<file path="src/rtl/mips_div_pkg.sv">
// Shared definitions for the sequential MIPS DIV/DIVU divider.
// Holds operand/counter widths, the divide-by-zero quotient and FSM states.
// Imported by mips_div_seq and mips_div_clz.
package mips_div_pkg;

  localparam int WIDTH = 32;   // operand width (clz is fixed at 32 bits)
  localparam int CNT_W = 6;    // iteration counter / clz result width

  localparam logic [WIDTH-1:0] DIV0_Q = 32'hFFFF_FFFF;

  typedef enum logic [1:0] {
    IDLE = 2'd0,
    PREP = 2'd1,
    ITER = 2'd2,
    FIX  = 2'd3
  } state_t;

endpackage

</file>
<file path="src/rtl/mips_div_clz.sv">
// Count leading zeros of a 32-bit word; all-zero input returns 32.
// Ports: in[31:0] word to scan, cnt[5:0] number of leading zero bits.
// Purely combinational.
module mips_div_clz
  import mips_div_pkg::*;
(
  input  logic [WIDTH-1:0] in,
  output logic [CNT_W-1:0] cnt
);

  // Scan upward so the highest set bit is the last one to write cnt.
  always_comb begin
    cnt = CNT_W'(WIDTH);
    for (int i = 0; i < WIDTH; i++) begin
      if (in[i]) cnt = CNT_W'(WIDTH - 1 - i);
    end
  end

endmodule

</file>
<file path="src/rtl/mips_div_seq.sv">
// Multi-cycle restoring divider for MIPS DIV/DIVU: q = LO (quotient), r = HI (remainder).
// Ports: clk, rst (sync, active-high); start/sign/a/b request; busy, done pulse,
//        q, r, div_by_zero results held until the next accepted start.
// Build option MIPS_DIV_EARLY_OUT_EN: clz-normalised dividend so small dividends
// finish early (K = 32 - clz(|a|)); without it K = 32 for non-trivial operands.
module mips_div_seq
  import mips_div_pkg::*;
(
  input  logic             clk,
  input  logic             rst,
  input  logic             start,
  input  logic             sign,
  input  logic [WIDTH-1:0] a,
  input  logic [WIDTH-1:0] b,
  output logic             busy,
  output logic             done,
  output logic [WIDTH-1:0] q,
  output logic [WIDTH-1:0] r,
  output logic             div_by_zero
);

  state_t           state;
  logic             neg_q;    // quotient needs negation
  logic             neg_r;    // remainder needs negation (follows dividend)
  logic             dz;
  logic             fix_ph;   // FIX phase: 0 = write results, 1 = raise done
  logic [WIDTH-1:0] a_raw;
  logic [WIDTH-1:0] amag;
  logic [WIDTH-1:0] bmag;
  logic [WIDTH-1:0] dvd;      // dividend shifting out, quotient bits shifting in
  logic [WIDTH-1:0] rem;
  logic [CNT_W-1:0] k;
  logic [CNT_W-1:0] n;

  logic [WIDTH-1:0] a_abs;
  logic [WIDTH-1:0] b_abs;
  logic [WIDTH:0]   rem_sh;   // partial remainder after the shift, may reach 33 bits
  logic             fits;
  logic [WIDTH-1:0] rem_sub;

  // 0x80000000 maps to itself, which is the right unsigned magnitude.
  assign a_abs = (sign && a[WIDTH-1]) ? -a : a;
  assign b_abs = (sign && b[WIDTH-1]) ? -b : b;

`ifdef MIPS_DIV_EARLY_OUT_EN
  mips_div_clz u_clz (
    .in  (amag),
    .cnt (n)
  );
`else
  assign n = '0;
`endif

  // Restoring step: the difference always fits in 32 bits when the trial succeeds
  // because the previous remainder is below |b|.
  always_comb begin
    rem_sh  = {rem, dvd[WIDTH-1]};
    fits    = (rem_sh >= {1'b0, bmag});
    rem_sub = rem_sh[WIDTH-1:0] - bmag;
  end

  always_ff @(posedge clk) begin
    if (rst) begin
      state       <= IDLE;
      busy        <= 1'b0;
      done        <= 1'b0;
      q           <= '0;
      r           <= '0;
      div_by_zero <= 1'b0;
      neg_q       <= 1'b0;
      neg_r       <= 1'b0;
      dz          <= 1'b0;
      fix_ph      <= 1'b0;
      a_raw       <= '0;
      amag        <= '0;
      bmag        <= '0;
      dvd         <= '0;
      rem         <= '0;
      k           <= '0;
    end else begin
      done <= 1'b0;
      case (state)
        IDLE: begin
          if (start) begin
            neg_q  <= sign & (a[WIDTH-1] ^ b[WIDTH-1]);
            neg_r  <= sign & a[WIDTH-1];
            a_raw  <= a;
            amag   <= a_abs;
            bmag   <= b_abs;
            dz     <= 1'b0;
            fix_ph <= 1'b0;
            busy   <= 1'b1;
            state  <= PREP;
          end
        end

        PREP: begin
          if (bmag == '0) begin
            dz    <= 1'b1;
            k     <= '0;
            state <= FIX;
          end else if (amag == '0) begin
            dvd   <= '0;
            rem   <= '0;
            k     <= '0;
            state <= FIX;
          end else begin
            // Leading zeros would only produce zero quotient bits; skip them.
            dvd   <= amag << n;
            rem   <= '0;
            k     <= CNT_W'(WIDTH) - n;
            state <= ITER;
          end
        end

        ITER: begin
          if (fits) begin
            rem <= rem_sub;
            dvd <= {dvd[WIDTH-2:0], 1'b1};
          end else begin
            rem <= rem_sh[WIDTH-1:0];
            dvd <= {dvd[WIDTH-2:0], 1'b0};
          end
          k <= k - 1'b1;
          if (k == CNT_W'(1)) state <= FIX;
        end

        FIX: begin
          if (!fix_ph) begin
            if (dz) begin
              q <= DIV0_Q;
              r <= a_raw;
            end else begin
              q <= neg_q ? -dvd : dvd;
              r <= neg_r ? -rem : rem;
            end
            div_by_zero <= dz;
            fix_ph      <= 1'b1;
          end else begin
            done  <= 1'b1;
            busy  <= 1'b0;
            state <= IDLE;
          end
        end

        default: state <= IDLE;
      endcase
    end
  end

endmodule

</file>
<file path="config.mk">
export PLATFORM = sky130hd
export DESIGN_NAME = mips_div_seq
export DESIGN_NICKNAME = d
export VERILOG_FILES = /design/src/rtl/mips_div_pkg.sv /design/src/rtl/mips_div_clz.sv /design/src/rtl/mips_div_seq.sv
export SDC_FILE = /design/constraint.sdc
export NUM_CORES = 1
export LEC_CHECK = 0
export ABC_AREA = 1
export CORE_MARGIN = 4
export CORE_UTILIZATION = 45
export CTS_BUF_LIST = sky130_fd_sc_hd__clkbuf_2
export DETAILED_ROUTE_END_ITERATION = 8
export PLACE_DENSITY = 0.77
export SLEW_MARGIN = 10
export SYNTH_ARGS = -nofsm -noshare
export SYNTH_HDL_FRONTEND = slang
export SYNTH_SLANG_ARGS = --single-unit
</file>
<file path="constraint.sdc">
create_clock -name clk -period 2.4 [get_ports clk]
set_input_delay 0.6 -clock clk [delete_from_list [all_inputs] [get_ports clk]]
set_output_delay 0.6 -clock clk [all_outputs]
set_load 0.03 [all_outputs]
</file>
==> flow_metrics.py <==
metrics = {
    "status": {
        "status": "complete, no violations",
    },
    "critical_path": {
        "worst_ep_arrival_time_ns": 1.74,
        "critPathMaxFanout": 2,
        "criticalPathCategory": "reg2out",
        "crit_slowest_cell": "dlygate4sd2_1",
        "end_kind": "output port",
        "start_kind": "flop",
        "path_delay_family": "buffers and inverters",
        "cp.required_ns": 1.80,
        "cp_num_buf_inv": 1,
        "slowest_delay_ns": 0.44,
        "path_cells": "dlygate4sd2_1",
    },
    "placed_design": {
        "globalplace.congestion": 1.03,
        "port_buffers": 134,
        "placed_area_um2": 18200,
        "dpl.hpwl_um": 42900,
        "place_ws_ns": -0.265,
    },
    "yosys": {
        "ys_ff_latch": 238,
        "synthArstFlopShare_pct": 0,
        "synth_area_leaders": "dfxtp_1 31%, nand2_1 16%, inv_1 8.2%, nand3_1 6.6%, o21ai_0 5.2%",
        "yosys_warnings": 0,
        "synth-seq-area-share_pct": 30.7,
        "synth_top_area_cell": "dfxtp_1",
        "synth_cell_types": 55,
        "syn_area_um2": 15500,
        "synthCells": 2501,
        "synth_edf_count": 0,
        "syn_nets": 2612,
        "synth.avg_cell_area_um2": 6.21,
        "synthFlopType": "dfxtp_1",
        "synth.top_cell.area_share_pct": 30.7,
    },
    "routing": {
        "routed_wirelength_um": 56500,
        "dr.pass1.iters": 6,
        "routedWlPerCell_um": 17.4,
        "via_count": 17900,
        "routed-wl-met3_um": 4720,
        "vias_per_cell": 5.52,
        "first_iter_violations": 1936,
        "topRoutingLayerUsed": "met4",
        "ant_nets": 0,
        "met1_length_um": 25600,
        "drc": 0,
        "dr_wl_met2_um": 24500,
    },
    "layout": {
        "final_nets": 2859,
        "final_cell_mix": "663 x nand2_1, 321 x inv_1, 226 x dfxtp_1",
        "fill_cells": 3263,
        "final_common_cell": "nand2_1",
        "syn2layout_area_growth_pct": 24.3,
        "fin_area_um2": 19300,
        "drive_gt1_share_pct": 14.7,
    },
    "floorplanning": {
        "start_util_pct": 46.0,
        "dieWidth_um": 194,
        "core_um2": 33800,
        "ioPinCount": 135,
        "rows": 67,
        "dieArea_um2": 37600,
        "die_h_um": 194,
    },
    "clock_tree": {
        "clock_latency_ns": 0.88,
        "clk_root_buffer_cell": "clkbuf_2",
        "clk_pin_slew_worst_paths_ns": 0.10,
        "htree_levels": 3,
        "cts_buffers": 66,
        "cts_tree": "built",
        "cts_buffer_depth": 3,
        "cts_sinks": 238,
    },
    "global_routing": {
        "grtUsageTotal_pct": 28.3,
        "grt_pass1_vias": 16400,
        "grt_max_degree": 147,
        "grt-ovfl-total": 0,
        "grt_pass1_wl_um": 87500,
        "antenna_found_initial": 1,
    },
    "sta": {
        "worst_pin_slew_ns": 0.730,
        "drv_slew": 0,
        "fin_crit_ns": 2.34,
        "setup_viol": 0,
        "max_freq_mhz": 427,
        "relSlewSlack_pct": 51.3,
        "skew_ns": 0.0878,
        "fin_ws_ns": 0.0589,
        "hold_viol_final": 0,
        "fin_crit_sh_pct": 97.5,
    },
    "job": {
        "max_cap_viol_count": 0,
    },
    "power": {
        "power.static_leakage_nw": 9.05,
        "power.density_nw_per_um2": 961,
        "peakVddDrop_mv": 0.561,
        "power.total_w": 0.0186,
    },
    "hold_path": {
        "hold_path.class": "in2reg",
    },
}
timing repair:
item,CTS,global route
gates resized for setup,72,101
pin swaps,1,7
setup endpoints to repair,71,45
buffers inserted,0,5
hold endpoints to repair,0,0
hold buffers,0,0
cloned,1,3
power breakdown:
part	internal, W	switching (W)	total, W
clock	0.00133	0.00177	0.00310
sequential	0.00464	0.000544	0.00518
combinational	0.00355	0.00674	0.0103
total	0.00952	0.00906	0.0186
Yosys cell counts (3+ instances only):
cell,n
nor2_4,3
nand3_2,5
buf_4,7
o221ai_1,10
xnor2_1,17
o21bai_1,5
nand4_1,47
o21ai_1,5
nand2_1,680
a31oi_1,61
clkinv_1,3
a211oi_1,15
o41ai_1,3
nand3b_1,10
ha_1,42
a21oi_2,3
nand2_2,12
nor3_2,4
or2_2,6
o211ai_1,25
o21ai_2,3
nor3_1,32
o21ai_0,163
inv_1,338
buf_6,6
nand3_1,205
nor2_2,11
clkbuf_1,75
xor2_1,22
buf_2,10
nor2_1,214
nor4_1,18
dfxtp_1,238
inv_2,14
a21oi_1,159
buf_1,8
flip-flops by register name, indices dropped and copies added (netlist names), 2 cells and up:
name,cells
r,32
rem,32
bmag,32
a_raw,32
k,6
state,2
q,32
amag,31
dvd,32
per-stage QoR:
step	hold WS [ns]	TNS, ns	utilization [%]	instances
2_1_floorplan	0.425	0	-	2501
3_3_place_gp	0.437	-1.42	53.9	3119
3_5_place_dp	0.438	-2.54	53.9	3119
4_1_cts	0.212	0	55.5	3227
5_1_grt	0.223	-0.105	57.2	3236
6_report	0.281	0	57.2	3236
final timing paths:
kind / startpoint / end / slack (ns) / cells after the start
worst max-delay path: r[0] / r[0] / 0.06 / 1
worst min-delay path: rst / neg_q / 0.28 / 4
worst max register to register: rem[9] / rem[8] / 0.09 / 12
worst min register to register: a_raw[10] / a_raw[10] / 0.45 / 2
layout make-up:
class / count / area, um2 / area share (%)
antenna: 1 / 2.50 / 0.0129
clock buffer: 91 / 455 / 2.36
clock inverter: 16 / 140 / 0.725
inverter: 355 / 1340 / 6.91
multi-input combinational: 1804 / 9450 / 48.9
sequential: 238 / 4780 / 24.7
tap: 448 / 561 / 2.90
timing repair buffer: 283 / 2600 / 13.5
cells by family (layout without fill, tap and decap cells):
logic type | after synthesis | count (layout) | synth area share (%)
other cells | 0 | 1 | 0
simple gates | 1259 | 1262 | 35.2
compound gates | 460 | 460 | 16.7
buf+inv | 462 | 745 | 11.8
fa+ha+maj | 43 | 43 | 3.51
xor+xnor | 39 | 39 | 2.20
flops | 238 | 238 | 30.7
per-layer routing:
metal  global-route usage [%]  up-vias
met5                        0        -
met4                     9.14        0
met3                     4.92      112
met2                     43.0      781
met1                     40.8     8271
li1                         -     8703
No activity file was read; power rests on OpenSTA's default activity.
